## src/rtl/vx_fpu_ncomp_mp.sv

```systemverilog
// vx_fpu_ncomp_mp -- multi-precision non-computational FP unit
//   (FSGNJ/FSGNJN/FSGNJX, FCLASS, FMV, FMIN/FMAX, FLE/FLT/FEQ) over NUM_LANES lanes.
//   Single-precision operands held in 64-bit registers must be NaN-boxed, otherwise
//   they read as the canonical qNaN. Classification and ordering are computed before
//   the first stage; the per-op result mux sits on the last stage.
// Optional feature macro: VX_FPU_NCOMP_SKID_EN adds a 2-entry output skid buffer.
//   With it, ready_in is a flop and the latency becomes LATENCY+1.
// Ports:
//   clk, reset_n         clock, asynchronous active-low reset
//   valid_in/ready_in    request handshake; tag_in is carried to tag_out
//   op_type, frm, fmt    op group (INST_FPU_CMP = compare), sub-op, 0=single 1=double
//   lane_mask            active lanes; inactive lanes return result 0 and no flags
//   dataa, datab         NUM_LANES x FLEN operands
//   result, fflags       NUM_LANES x FLEN results, NUM_LANES x FP_FLAGS_BITS (NV only)
//   has_fflags           set for MIN/MAX and compares
//   valid_out/ready_out  response handshake
module vx_fpu_ncomp_mp #(
  parameter int NUM_LANES     = 1,
  parameter int TAGW          = 1,
  parameter int FLEN          = 64,
  parameter int LATENCY       = 2,
  parameter int INST_FPU_BITS = 4,
  parameter int INST_FPU_CMP  = 12,
  parameter int INST_FRM_BITS = 3,
  parameter int FP_FLAGS_BITS = 5
) (
  input  logic                               clk,
  input  logic                               reset_n,
  input  logic                               valid_in,
  output logic                               ready_in,
  input  logic [TAGW-1:0]                    tag_in,
  input  logic [INST_FPU_BITS-1:0]           op_type,
  input  logic [INST_FRM_BITS-1:0]           frm,
  input  logic                               fmt,
  input  logic [NUM_LANES-1:0]               lane_mask,
  input  logic [NUM_LANES*FLEN-1:0]          dataa,
  input  logic [NUM_LANES*FLEN-1:0]          datab,
  output logic [NUM_LANES*FLEN-1:0]          result,
  output logic                               has_fflags,
  output logic [NUM_LANES*FP_FLAGS_BITS-1:0] fflags,
  output logic [TAGW-1:0]                    tag_out,
  output logic                               valid_out,
  input  logic                               ready_out
);

  typedef struct packed {
    logic [63:0] a;       // raw operand (FMV needs the unboxed bits)
    logic [63:0] b;
    logic [9:0]  a_cls;
    logic [1:0]  b_nan;   // {qNaN, sNaN}
    logic        lt;      // total order, -0 < +0
    logic        eq;      // ordered equality, +0 == -0
  } lane_t;

  typedef struct packed {
    logic [3:0]           mod;
    logic                 fmt;
    logic [NUM_LANES-1:0] mask;
    logic [TAGW-1:0]      tag;
  } ctl_t;

  function automatic logic [63:0] widen(input logic [FLEN-1:0] x);
    logic [63:0] w;
    w = '0;
    w[FLEN-1:0] = x;
    return w;
  endfunction

  // Single values without a valid NaN box collapse to the canonical qNaN.
  function automatic logic [63:0] canon(input logic [63:0] x, input logic dbl);
    if (!dbl && FLEN == 64 && !(&x[63:32])) return 64'hFFFF_FFFF_7FC0_0000;
    return x;
  endfunction

  function automatic logic [9:0] classify(input logic [63:0] v, input logic dbl);
    logic sign, e_one, e_zero, m_zero, quiet, inf, nan, zero, sub, norm;
    sign   = dbl ? v[63] : v[31];
    e_one  = dbl ? (&v[62:52]) : (&v[30:23]);
    e_zero = dbl ? ~(|v[62:52]) : ~(|v[30:23]);
    m_zero = dbl ? ~(|v[51:0]) : ~(|v[22:0]);
    quiet  = dbl ? v[51] : v[22];
    inf  = e_one & m_zero;
    nan  = e_one & ~m_zero;
    zero = e_zero & m_zero;
    sub  = e_zero & ~m_zero;
    norm = ~e_one & ~e_zero;
    return {nan & quiet, nan & ~quiet, ~sign & inf, ~sign & norm, ~sign & sub,
            ~sign & zero, sign & zero, sign & sub, sign & norm, sign & inf};
  endfunction

  // Sign-magnitude ordering; opposite-signed zeros order as -0 < +0.
  function automatic logic lt_total(input logic [63:0] a, input logic [63:0] b, input logic dbl);
    logic sa, sb;
    logic [62:0] ma, mb;
    sa = dbl ? a[63] : a[31];
    sb = dbl ? b[63] : b[31];
    ma = dbl ? a[62:0] : {32'd0, a[30:0]};
    mb = dbl ? b[62:0] : {32'd0, b[30:0]};
    if (sa != sb) return sa;
    return sa ? (ma > mb) : (ma < mb);
  endfunction

  logic                 stall;
  logic                 advance;
  ctl_t                 pre_ctl;
  lane_t [NUM_LANES-1:0] pre_lanes;

  assign pre_ctl = '{mod:  {op_type == INST_FPU_BITS'(INST_FPU_CMP), frm[2:0]},
                     fmt:  fmt, mask: lane_mask, tag: tag_in};

  for (genvar gi = 0; gi < NUM_LANES; gi++) begin : g_pre
    logic [63:0] a_w, b_w, a_c, b_c;
    logic [9:0]  a_cls, b_cls;
    logic        same;
    assign a_w   = widen(dataa[gi*FLEN +: FLEN]);
    assign b_w   = widen(datab[gi*FLEN +: FLEN]);
    assign a_c   = canon(a_w, fmt);
    assign b_c   = canon(b_w, fmt);
    assign a_cls = classify(a_c, fmt);
    assign b_cls = classify(b_c, fmt);
    assign same  = fmt ? (a_c == b_c) : (a_c[31:0] == b_c[31:0]);
    assign pre_lanes[gi] = '{a: a_w, b: b_w, a_cls: a_cls, b_nan: b_cls[9:8],
                             lt: lt_total(a_c, b_c, fmt),
                             eq: same | ((|a_cls[4:3]) & (|b_cls[4:3]))};
  end

  logic [LATENCY-1:0]    st_valid;
  ctl_t                  st_ctl   [LATENCY];
  lane_t [NUM_LANES-1:0] st_lanes [LATENCY];

  assign advance = ~stall;

  // Bubbles are kept in place: every stage shifts or freezes together.
  always_ff @(posedge clk or negedge reset_n) begin
    if (!reset_n) begin
      st_valid <= '0;
      for (int i = 0; i < LATENCY; i++) begin
        st_ctl[i]   <= '0;
        st_lanes[i] <= '0;
      end
    end else if (advance) begin
      st_valid[0] <= valid_in;
      st_ctl[0]   <= pre_ctl;
      st_lanes[0] <= pre_lanes;
      for (int i = 1; i < LATENCY; i++) begin
        st_valid[i] <= st_valid[i-1];
        st_ctl[i]   <= st_ctl[i-1];
        st_lanes[i] <= st_lanes[i-1];
      end
    end
  end

  ctl_t                               last_ctl;
  logic                               last_has;
  logic [NUM_LANES*FLEN-1:0]          lane_res;
  logic [NUM_LANES*FP_FLAGS_BITS-1:0] lane_ff;

  assign last_ctl = st_ctl[LATENCY-1];
  assign last_has = last_ctl.mod[3] | (&last_ctl.mod[2:1]);

  for (genvar gi = 0; gi < NUM_LANES; gi++) begin : g_out
    lane_t       l;
    logic [63:0] r, a_c, b_c;
    logic        nv, dbl, sa, sb, sgn, a_nan, b_nan, any_nan, any_snan;
    always_comb begin
      l        = st_lanes[LATENCY-1][gi];
      dbl      = last_ctl.fmt;
      a_c      = canon(l.a, dbl);
      b_c      = canon(l.b, dbl);
      sa       = dbl ? a_c[63] : a_c[31];
      sb       = dbl ? b_c[63] : b_c[31];
      a_nan    = |l.a_cls[9:8];
      b_nan    = |l.b_nan;
      any_nan  = a_nan | b_nan;
      any_snan = l.a_cls[8] | l.b_nan[0];
      r        = '0;
      nv       = 1'b0;
      sgn      = 1'b0;
      if (last_ctl.mod[3]) begin
        case (last_ctl.mod[2:0])
          3'd0: begin nv = any_nan;  r[0] = (l.lt | l.eq) & ~any_nan; end
          3'd1: begin nv = any_nan;  r[0] = l.lt & ~l.eq & ~any_nan;  end
          3'd2: begin nv = any_snan; r[0] = l.eq & ~any_nan;          end
          default: ;
        endcase
      end else begin
        case (last_ctl.mod[2:0])
          3'd0, 3'd1, 3'd2: begin
            sgn = (last_ctl.mod[2:0] == 3'd0) ? sb :
                  (last_ctl.mod[2:0] == 3'd1) ? ~sb : (sa ^ sb);
            r = dbl ? {sgn, a_c[62:0]} : {32'hFFFF_FFFF, sgn, a_c[30:0]};
          end
          3'd3:       r = {54'd0, l.a_cls};
          3'd4, 3'd5: r = dbl ? l.a : {{32{l.a[31]}}, l.a[31:0]};
          default: begin
            // MIN (frm 6) takes a when a<b; MAX (frm 7) inverts the choice.
            nv = any_snan;
            if (a_nan && b_nan) r = dbl ? 64'h7FF8_0000_0000_0000 : 64'hFFFF_FFFF_7FC0_0000;
            else if (a_nan)     r = b_c;
            else if (b_nan)     r = a_c;
            else                r = (l.lt ^ last_ctl.mod[0]) ? a_c : b_c;
          end
        endcase
      end
      if (!last_ctl.mask[gi]) begin
        r  = '0;
        nv = 1'b0;
      end
    end
    assign lane_res[gi*FLEN +: FLEN]                   = r[FLEN-1:0];
    assign lane_ff[gi*FP_FLAGS_BITS +: FP_FLAGS_BITS] = {nv, {(FP_FLAGS_BITS-1){1'b0}}};
  end

`ifdef VX_FPU_NCOMP_SKID_EN
  localparam int OW = NUM_LANES*FLEN + NUM_LANES*FP_FLAGS_BITS + 1 + TAGW;
  logic [OW-1:0] skid_mem [2];
  logic [1:0]    skid_count, skid_count_next;
  logic          wr_ptr, rd_ptr, ready_reg, push, pop, out_has;

  // Pipeline only freezes when both entries are occupied.
  assign stall = (skid_count == 2'd2);
  assign push  = st_valid[LATENCY-1] & ~stall;
  assign pop   = (skid_count != 2'd0) & ready_out;
  assign skid_count_next = skid_count + {1'b0, push} - {1'b0, pop};

  always_ff @(posedge clk or negedge reset_n) begin
    if (!reset_n) begin
      skid_mem[0] <= '0;
      skid_mem[1] <= '0;
      skid_count  <= '0;
      wr_ptr      <= 1'b0;
      rd_ptr      <= 1'b0;
      ready_reg   <= 1'b1;
    end else begin
      if (push) begin
        skid_mem[wr_ptr] <= {lane_res, lane_ff, last_has, last_ctl.tag};
        wr_ptr           <= ~wr_ptr;
      end
      if (pop) rd_ptr <= ~rd_ptr;
      skid_count <= skid_count_next;
      ready_reg  <= (skid_count_next != 2'd2);
    end
  end

  assign valid_out = (skid_count != 2'd0);
  assign {result, fflags, out_has, tag_out} = skid_mem[rd_ptr];
  assign has_fflags = out_has & valid_out;
  assign ready_in   = ready_reg;
`else
  assign stall      = valid_out & ~ready_out;
  assign valid_out  = st_valid[LATENCY-1];
  assign result     = lane_res;
  assign fflags     = lane_ff;
  assign tag_out    = last_ctl.tag;
  assign has_fflags = valid_out & last_has;
  assign ready_in   = ~stall;
`endif

endmodule

```

## config.mk

```make
export PLATFORM = sky130hd
export DESIGN_NAME = vx_fpu_ncomp_mp
export DESIGN_NICKNAME = d
export VERILOG_FILES = /design/src/rtl/vx_fpu_ncomp_mp.sv
export SDC_FILE = /design/constraint.sdc
export NUM_CORES = 1
export LEC_CHECK = 0
export CAP_MARGIN = 30
export CORE_MARGIN = 4
export CORE_UTILIZATION = 35
export CTS_CLUSTER_DIAMETER = 50
export DETAILED_ROUTE_END_ITERATION = 10
export HOLD_SLACK_MARGIN = 0.06
export PLACE_DENSITY = 0.52
export SLEW_MARGIN = 20
export SYNTH_ARGS = -nofsm -noshare
export SYNTH_HDL_FRONTEND = slang
export SYNTH_SLANG_ARGS = --single-unit
```

## constraint.sdc

```tcl
create_clock -name clk -period 2.3 [get_ports clk]
set_input_delay 0.23 -clock clk [delete_from_list [all_inputs] [get_ports clk]]
set_output_delay 0.23 -clock clk [all_outputs]
set_load 0.01 [all_outputs]
```

; ---- Yosys cells after proc, flatten, opt, wreduce, memory -nomap -nowiden
; Index checks and enable logic that the tools add are counted.
[totals]
output_inout_bits = 73
word_cells = 174
inputBits = 142
reg_bits = 300
[classes]
eq_ne = 9
order_cmp = 2
n_mux = 49
bitwise = 56
reduce_logical = 37
[op_table]
columns = operator, count
row1 = $mux 64, 16
row2 = $pmux 64 s3, 1
row3 = $mux 63, 3
row4 = $reduce_and 32->1, 4
row5 = $reduce_or 52->1, 2
row6 = $eq 64x64->1, 1
row7 = $gt 63x63->1, 1
row8 = $lt 63x63->1, 1
row9 = $reduce_or 23->1, 2
row10 = $eq 32x32->1, 1
row11 = $and 1x1->1, 28
row12 = $mux 1, 27
row13 = $reduce_and 11->1, 2
row14 = $reduce_or 11->1, 2
row15 = $not 1->1, 21
row16 = $reduce_and 8->1, 2
row17 = $reduce_or 8->1, 2
row18 = $reduce_or 2->1, 6
row19 = $eq 3x2->1 const B, 2
row20 = $eq 3x3->1 const B, 2
row21 = $logic_not 1->1, 6
row22 = $reduce_or 6->1, 1
row23 = $logic_and 1x1->1, 5
row24 = $or 1x1->1, 5
row25 = 9 further kinds, 10

; ---- Depth between registers and ports, before layout
; Gate-level depths: netlist of the first run.
[logic_depth]
depth_word = 13
depth_mapped = 15
depth_no_buf = 13

; ---- Least setup slack after synthesis of the first run
; Ideal clock, no wire load.
[synth_timing]
path_type = input to register
startpoint = in dataa[60]
endpoint = reg st_lanes[142] (netlist bit)
setup_time_ns = 0.077
required_time_ns = 2.223
path_buffers = 2
path_stages = 14
slack_ns = -1.440
arrival_time_ns = 3.663
cell_sequence = clkbuf_1 > nand3_1 > nor3_1 > a31oi_1 > clkbuf_1 > or2_2 > ha_1 > nand3_1 > or3_1 > or4_1 > or4_4 > a2111oi_4 > nand4_1 > o21ai_1
[synth_via]
elab_chain_cells = 13
elab_cells_between_ends = 26
classes_between = 2 x eq/ne / 6 x mux / 10 x bitwise / 8 x reduce/logical
[synth_lines]
columns = element, line
row1 = "start, declared", 36  ; input logic [NUM_LANES*FLEN-1:0] dataa,
row2 = $reduce_and 32->1, 71  ; if (!dbl && FLEN == 64 && !(&x[63:32])) return 64'hFFFF_FFFF_7FC0_0000;
row3 = $logic_not 1->1, 71
row4 = $logic_and 1x1->1, 71
row5 = $mux 1, 71
row6 = $mux 64 (*), 72  ; return x;
row7 = $reduce_or 52->1 (tied with other cells), 80  ; m_zero = dbl ? ~(|v[51:0]) : ~(|v[22:0]);
row8 = "$not 1->1, on equally long branches", "80, 79"
row9 = "$mux 1, on equally long branches", "80, 79"
row10 = $and 1x1->1, 84  ; zero = e_zero & m_zero;
row11 = $and 1x1->1, 88  ; ~sign & zero, sign & zero, sign & sub, sign & norm, sign & inf};
row12 = $reduce_or 2->1, 124  ; eq: same | ((|a_cls[4:3]) & (|b_cls[4:3]))};
row13 = $and 1x1->1, 124
row14 = $or 1x1->1 (*), 124
row15 = "end signal, assigned by index", 148  ; st_lanes[i] <= st_lanes[i-1];
row16 = "end, declared", 129  ; lane_t [NUM_LANES-1:0] st_lanes [LATENCY];
; Mark *: on every way between the ends. The rest lies on a longest branch, timed or not.
; A chain may end at the register's enable or synchronous reset.

; ---- Worst setup path in the final report of the first run
[layout_timing]
startpoint = reg st_lanes (netlist bit g_out[0].l[77])
endpoint = out result[28]
[layout_via]
elab_chain_cells = 12
[layout_lines]
columns = element, line
row1 = $reduce_and 32->1 (*), 71
row2 = $logic_not 1->1 (*), 71
row3 = $logic_and 1x1->1 (*), 71
row4 = $mux 1 (*), 71
row5 = $mux 64 (*), 72
row6 = $mux 64, 201  ; else r = (l.lt ^ last_ctl.mod[0]) ? a_c : b_c;
row7 = $mux 64, 200  ; else if (b_nan) r = a_c;
row8 = $mux 64 (*), 199  ; else if (a_nan) r = b_c;
row9 = $mux 64 (*), 198  ; if (a_nan && b_nan) r = dbl ? 64'h7FF8_0000_0000_0000 : 64'hFFFF_FFFF_7FC0_0000;
row10 = $pmux 64 s3 (*), 187  ; case (last_ctl.mod[2:0])
row11 = $mux 63 (*), 179  ; if (last_ctl.mod[3]) begin
row12 = $mux 64 (*), 205  ; if (!last_ctl.mask[gi]) begin
row13 = "end, declared", 38  ; output logic [NUM_LANES*FLEN-1:0] result,
; Marks and branches as above.

==> key figures, run 1 <==
Outcome
  – Outcome: finished, violations left
  – Failing checks: setup timing

Logic synthesis
  – FF+latch count, synth: 300
  – Top-count cell post-synth: nand2_1
  – Post-synth ARST share: 100%
  – Post-synth EDFFs: 0
  – Compound-cell area share of the yosys netlist: about an eighth
  – Post-synthesis mux area share: less than 1%
  – Ranking of synthesized cells by instance count: nand2_1, dfrtp_1, clkbuf_1
  – Synth Instances: a little over 2000
  – Synth Area in XOR/XNOR: about 1.8%
  – Ys flop type: dfrtp_1
  – Mapped cell area: 16400 um^2
  – Dominant cell type by area after synthesis: dfrtp_1
  – Adder-Cell Fraction of Synth Area: 4.81%
  – Post-synthesis simple-gate area fraction: a little under a third
  – Synth Area per Inst: 7.91 um^2
  – Post-synth top area share: 45.8%
  – Top post-synthesis cells by area: dfrtp_1, nand2_1, ha_1
  – Register area share after synthesis: a little under half
  – Largest family of logic cells by synthesized area: simple AND/OR/NAND/NOR gates
  – Unique cell type count in the Yosys netlist: 61
  – Yosys warns: 0

Placement
  – # port buffers: 210
  – Gp weighted congestion: 0.870
  – DP HPWL: 44800 um
  – Dpl ws: -1940 ps

CTS
  – H-tree depth: 2
  – CTS Buffer Depth: 3
  – Clock-pin slew on the worst setup and hold paths: 60 ps
  – CTS Sinks: 300
  – TritonCTS clock tree: yes
  – Clock Tree Root: clkbuf_16
  – CTS buffer count: 46
  – Worst skew pair latency: 580 ps

GRT
  – Congestion Overflow GR: 0
  – Largest net degree at the start of global routing: 108
  – First-pass GRT wire length: 101000 um
  – Vias in the first global route: 17200
  – Antenna violations before repair: 1
  – Tot GR Track Use: 25.5%

Power and ir drop
  – Pleak: 12.1 nW
  – Total power: 0.0211 W
  – Power Dens Cells: 836 nW/um^2
  – Worst IR drop on VDD: 0.585 mV

Route
  – Wire per inst: approximately 20 um
  – Post-route ant nets: 0
  – Drt drc: 0
  – Drt total wl: ~66000 um
  – TritonRoute pass-1 iters: 6
  – Average vias per placed instance: 5.29
  – Starting DRT DRC Count: approximately 1700
  – Vias: 17200

Die
  – Core area: about 46000 um^2
  – Die W: ~220 um
  – Initial core utilization: 35.3%
  – Die span in y: approximately 220 um
  – Full die area: 50400 um^2
  – Row count: 79
  – I/O pin total: 215

Final layout
  – Nets: 2816
  – Filler cells: approximately 4300
  – Share of cells above drive strength 1: between 20% and 30%
  – Ant diodes: 0
  – Area Overhead vs Synth: 53.8%

Worst setup path
  – Startpoint types: register
  – Worst-path fanout max: 7
  – Worst EP arrival: around 3000 ps
  – CP endpoint kind: output pin
  – Critical path class: reg -> out
  – CP Data Required Time: about 2100 ps

Min path
  – Hold/Removal Path Class: in -> reg

Timing
  – Layout Skew: 20.0 ps
  – Final Hold Slack: slightly below 70 ps
  – PnR worst setup slack: -932 ps
  – Tmin final: 3230 ps
  – # setup viols final: 66
  – Fmax: between 0.3 and 0.4 GHz
  – Slew HR: between 50 and 60%
  – Period utilisation layout: 141%
  – Slew Limit Fails: 0
  – Worst Tran Pin Value: 622 ps
  – Unrepaired setup endpoints after global routing: true
  – Endpoints failing hold: 0

Flow run
  – Max cap viols: 0
flip-flops by register name, indices dropped and copies added, names as in the netlist:
| name | count |
|---|---|
| g_out.l | 142 |
| st_lanes | 142 |
| st_ctl | 7 |
| last_ctl | 5 |
| st_valid | 2 |
| g_out.dbl | 1 |
| tag_out | 1 |
cell families (layout without fill, tap and decap cells):
kind of cell / Yosys count / count (layout)
compound gates: 313 / 314
xor+xnor: 33 / 33
fa+ha+maj: 63 / 63
buf+inv: 141 / 712
flops: 300 / 300
mux: 2 / 2
other cells: 1 / 4
simple gates: 1219 / 1219
layout make-up:
cell class,instances,area (um^2),share of cell area (%)
flip-flops and latches,300,7510,29.8
clock inverters,21,238,0.943
repair buffers,619,5580,22.1
multi-input cells,1635,9730,38.6
inverters,9,43.8,0.174
well taps,607,759,3.01
clock buffers,63,1340,5.31
metrics by stage:
step / instance area, um^2 / instances / setup TNS [ps] / util, %
6_report: 25200 / 3254 / -52710 / 54.2
5_1_grt: 25200 / 3254 / -56890 / 54.2
4_1_cts: 24900 / 3243 / -58640 / 53.5
3_5_place_dp: 21700 / 3086 / -62050 / 46.7
3_3_place_gp: 21700 / 3086 / -61570 / 46.7
2_1_floorplan: 16600 / 2075 / -1910 / -
power by group:
part           internal (W)  switching, W
sequential          0.00608      0.000565
combinational       0.00332       0.00394
clock               0.00445       0.00271
total                0.0139       0.00722
layout by cell type, fill, tap and decap left out, types with 7 or more instances in the layout:
cell and instances:
nand2_1 951, buf_6 55, nand3_1 14, nor2_4 7
buf_2 70, nor2_2 7, o22ai_4 28, a211oi_2 11
xor2_1 9, clkbuf_1 8, nand2_2 8, clkdlybuf4s50_1 78
buf_12 34, clkbuf_16 50, nand4_1 51, nor4_1 29
or2_4 10, xnor2_1 24, o21ai_0 85, ha_4 7
a221oi_1 15, nor2_1 30, and2_1 36, buf_4 305
ha_1 56, dlygate4sd2_1 30, dfrtp_1 298, a21oi_1 28
nor2b_1 25, dlygate4sd3_1 18, a21oi_2 14, nor3_1 11
a221oi_2 37, a22o_1 14
metal layers:
| layer | vias to the layer above | share of wire (%) | wire (um) | global-route usage, % |
|---|---|---|---|---|
| met4 | 2 | 2.8 | 1860 | 8.10 |
| met1 | 8351 | 46 | 30300 | 37.3 |
| met2 | 602 | 45 | 29400 | 38.9 |
| met3 | 123 | 6.2 | 4100 | 4.29 |
| met5 | - | 0.020 | 13 | 0 |
| li1 | 8142 | - | - | - |
worst paths after layout:
path                                 from               to  slack, ps  depth (start not counted)
setup reg to reg              st_valid[1]    st_lanes[152]        600                          4
min in group asynchronous         reset_n   g_out[0].l[23]        240                          2
max in group asynchronous         reset_n  g_out[0].l[102]       1280                          3
setup / recovery           g_out[0].l[77]       result[28]       -930                         11
hold reg to reg             st_lanes[244]    st_lanes[244]        460                          2
hold / removal                  datab[58]    st_lanes[214]         70                          4
critical path: stages (launching register included):
cell      delay [ps]
dfrtp_1          420
nand4_1          210
nor4_4           430
and2_4           250
buf_6            100
o211a_4          190
buf_12           160
nand2_8           80
buf_8            160
o221ai_4         170
a21oi_2           90
buf_2            150
repair_timing:
action / 4_1_cts / 5_1_grt
setup buffers: 50 / 18
endpoints found under the hold margin: 78 / 0
gates resized for setup: 677 / 71
cloned: 11 / 1
hold buffers: 18 / 0
pin swaps: 99 / 89
setup endpoints to repair: 77 / 74
(Power assumes the default switching activity.)
==> inputs of run 2 (changes only) <==
--- a/config.mk
+++ b/config.mk
@@ -6,12 +6,14 @@
 export NUM_CORES = 1
 export LEC_CHECK = 0
 export CAP_MARGIN = 30
+export CORE_ASPECT_RATIO = 1.4
 export CORE_MARGIN = 4
 export CORE_UTILIZATION = 35
 export CTS_CLUSTER_DIAMETER = 50
 export DETAILED_ROUTE_END_ITERATION = 10
+export DONT_BUFFER_PORTS = 1
 export HOLD_SLACK_MARGIN = 0.06
-export PLACE_DENSITY = 0.52
+export PLACE_DENSITY = 0.46
 export SLEW_MARGIN = 20
 export SYNTH_ARGS = -nofsm -noshare
 export SYNTH_HDL_FRONTEND = slang
==> key figures, run 2 (synthesized netlist as in run 1, its figures left out) <==
CTS
  – CTS Sinks: 300 (unchanged)
  – CTS buffer count: 41 (-11%)
  – TritonCTS clock tree: yes
  – Clock Tree Root: clkbuf_16
  – H-tree depth: 2 (unchanged)
  – Worst skew pair latency: 550 ps (-30 ps)
  – Hold_buf cts: 140 (+122)
  – CTS Buffer Depth: 3 (unchanged)
  – Clock-pin slew on the worst setup and hold paths: 60 ps (about the same)

GRT
  – Congestion Overflow GR: 0 (unchanged)
  – Vias in the first global route: 16700 (-3.2%)
  – Antenna violations before repair: 0 (-1)
  – First-pass GRT wire length: 99600 um (-1.6%)
  – Largest net degree at the start of global routing: 301 (+180%)
  – Tot GR Track Use: 25.4% (-0.12 points)

Final layout
  – Share of cells above drive strength 1: 21.4% (-7.0 points)
  – Final cell area excluding filler cells: 23700 um^2 (-5.8%)
  – FF+latch area: 7510 um^2 (about the same)
  – Multi-input logic area: 9790 um^2 (+0.60%)
  – Ant diodes: 0 (unchanged)
  – Most frequent cells in the layout: nand2_1, dfrtp_1, buf_4
  – Filler cells: 4498 (+4.2%)
  – Nets: 2616 (-7.1%)
  – Area Overhead vs Synth: 44.8%
  – Commonest non-fill, non-tap cell in the layout: nand2_1

Timing
  – Period utilisation layout: 136% (-4.7 points)
  – Endpoints failing hold: 300 (+300)
  – PnR worst setup slack: -823 ps (+109 ps)
  – Slew Limit Fails: 0 (unchanged)
  – # setup viols final: 66 (unchanged)
  – Tmin final: 3120 ps (-109 ps)
  – Unrepaired setup endpoints after global routing: true
  – Worst Tran Pin Value: 876 ps (+254 ps)
  – Layout Skew: 14.1 ps (-5.92 ps)
  – Final Hold Slack: -603 ps (-672 ps)
  – Sum Neg Setup Slack: -45410 ps (+7300 ps)
  – Fmax: 0.320 GHz (+3.5%)
  – Slew HR: 41.6% (-17 points)

Die
  – Core area: 46200 um^2 (-0.56%)
  – Full die area: 50400 um^2 (about the same)
  – Die span in y: 264 um (+18%)
  – Initial core utilization: 35.5% (+0.20 points)
  – Die W: 191 um (-15%)
  – I/O pin total: 215 (unchanged)
  – Row count: 93 (+18%)

Min path
  – Hold/Removal Path Class: in -> async

Flow run
  – Max cap viols: 0 (unchanged)

Power and ir drop
  – Worst IR drop on VDD: 0.537 mV (-8.2%)
  – Pleak: 11.1 nW (-8.6%)
  – Power Dens Cells: 840 nW/um^2 (+0.40%)

Route
  – Starting DRT DRC Count: 1055 (-38%)
  – Average vias per placed instance: 5.38 (+1.7%)
  – TritonRoute pass-1 iters: 5 (-1)
  – Drt drc: 0 (unchanged)
  – Drt total wl: 67700 um (+3.1%)
  – Vias: 16500 (-4.3%)
  – Post-route ant nets: 0 (unchanged)
  – Wire per inst: 22.1 um (+9.6%)

Worst setup path
  – Worst-path fanout max: 7 (unchanged)
  – Most frequent CP cell: or4_4
  – CP Data Required Time: 2710 ps (+640 ps)
  – Largest stage delay, worst path: 480 ps (+50 ps)
  – CP bufs+invs: 2 (-2)
  – Startpoint types: input pin
  – Worst EP arrival: 3530 ps (+530 ps)
  – Delay-heaviest family, CP: simple AND/OR/NAND/NOR gates
  – Slowest-stage cell, CP: or4_4
  – CP endpoint kind: register
  – Critical path class: in -> reg
  – CP cell instances: nand4_1, nor3_4, a31oi_4, or2_4, ha_4, nand3_2, or3_4, or4_4, or4_4, buf_4, buf_6, o2bb2ai_4, a221oi_2

Placement
  – Post-DP Area: 18800 um^2 (-13%)
  – # port buffers: 0 (-100%)
  – DP HPWL: 43900 um (-2.1%)
  – Gp weighted congestion: 0.862 (-0.86%)

Outcome
  – Outcome: finished, violations left
  – Failing checks: hold timing, setup timing
-- run 2: changes by cell type in the layout (fill, tap and decap cells not counted), moves of 7 or more --
cell / previous run / this run
dlygate4sd3_1: 18 / 140
buf_4: 305 / 209
clkdlybuf4s50_1: 78 / 0
buf_2: 70 / 0
dlygate4sd2_1: 30 / 0
buf_6: 55 / 32
nor2_1: 30 / 41
a221oi_4: 1 / 10
a221oi_2: 37 / 30
nor2_2: 7 / 0
-- run 2: final cells by class --
cell class | instances | area share (%)
sequential | 300 | 31.6
tap | 617 | 3.25
clock inverter | 19 | 0.996
inverter | 9 | 0.190
timing repair buffer | 424 | 17.8
clock buffer | 57 | 4.84
multi-input combinational | 1635 | 41.2
-- run 2: per-stage QoR --
| step | power (W) | cells | utilization, % | worst slack (ps) |
|---|---|---|---|---|
| 5_1_grt | 0.0209 | 3061 | 51.4 | -909 |
| 4_1_cts | 0.0189 | 3033 | 48.7 | -806 |
| 6_report | 0.0199 | 3061 | 51.4 | -823 |
| 3_5_place_dp | 0.0114 | 2793 | 40.8 | -1420 |
| 3_3_place_gp | 0.0113 | 2793 | 40.8 | -1300 |
| 2_1_floorplan | 0.00916 | 2075 | - | -1040 |
-- run 2: metal layers --
layer	global-route usage (%)	wire [um]	up-vias	part of all wire (%)
met3	3.54	3480	166	5.1
met5	0	0	-	0
li1	-	-	7727	-
met1	30.6	25800	8019	38
met4	9.67	3600	0	5.3
met2	45.7	34900	562	51
-- run 2: worst paths after layout --
path                              from               to  slack [ps]  cells after the start
max                          dataa[62]    st_lanes[143]        -820                     13
min                            reset_n  g_out[0].l[118]        -600                      0
max reg2reg                st_valid[1]   g_out[0].l[62]         320                      5
min reg2reg                st_valid[0]      st_valid[0]         460                      2
max in group asynchronous      reset_n      last_ctl[5]        2180                      0
min in group clk             datab[63]    st_lanes[143]          90                      3
-- run 2: report_power, final --
group | switching [W] | internal [W] | total, W | leakage (nW)
Clock | 0.00254 | 0.00398 | 0.00653 | 0.671
Sequential | 0.000569 | 0.00608 | 0.00665 | 3.67
Combinational | 0.00363 | 0.00313 | 0.00676 | 6.71
Total | 0.00674 | 0.0132 | 0.0199 | 11.1
-- run 2: timing repair --
action	CTS	global route
buffers inserted	20	22
gates cloned	5	8
pin swaps	38	79
resized for setup	110	145
setup endpoints to repair	67	67
hold endpoints to repair	451	300
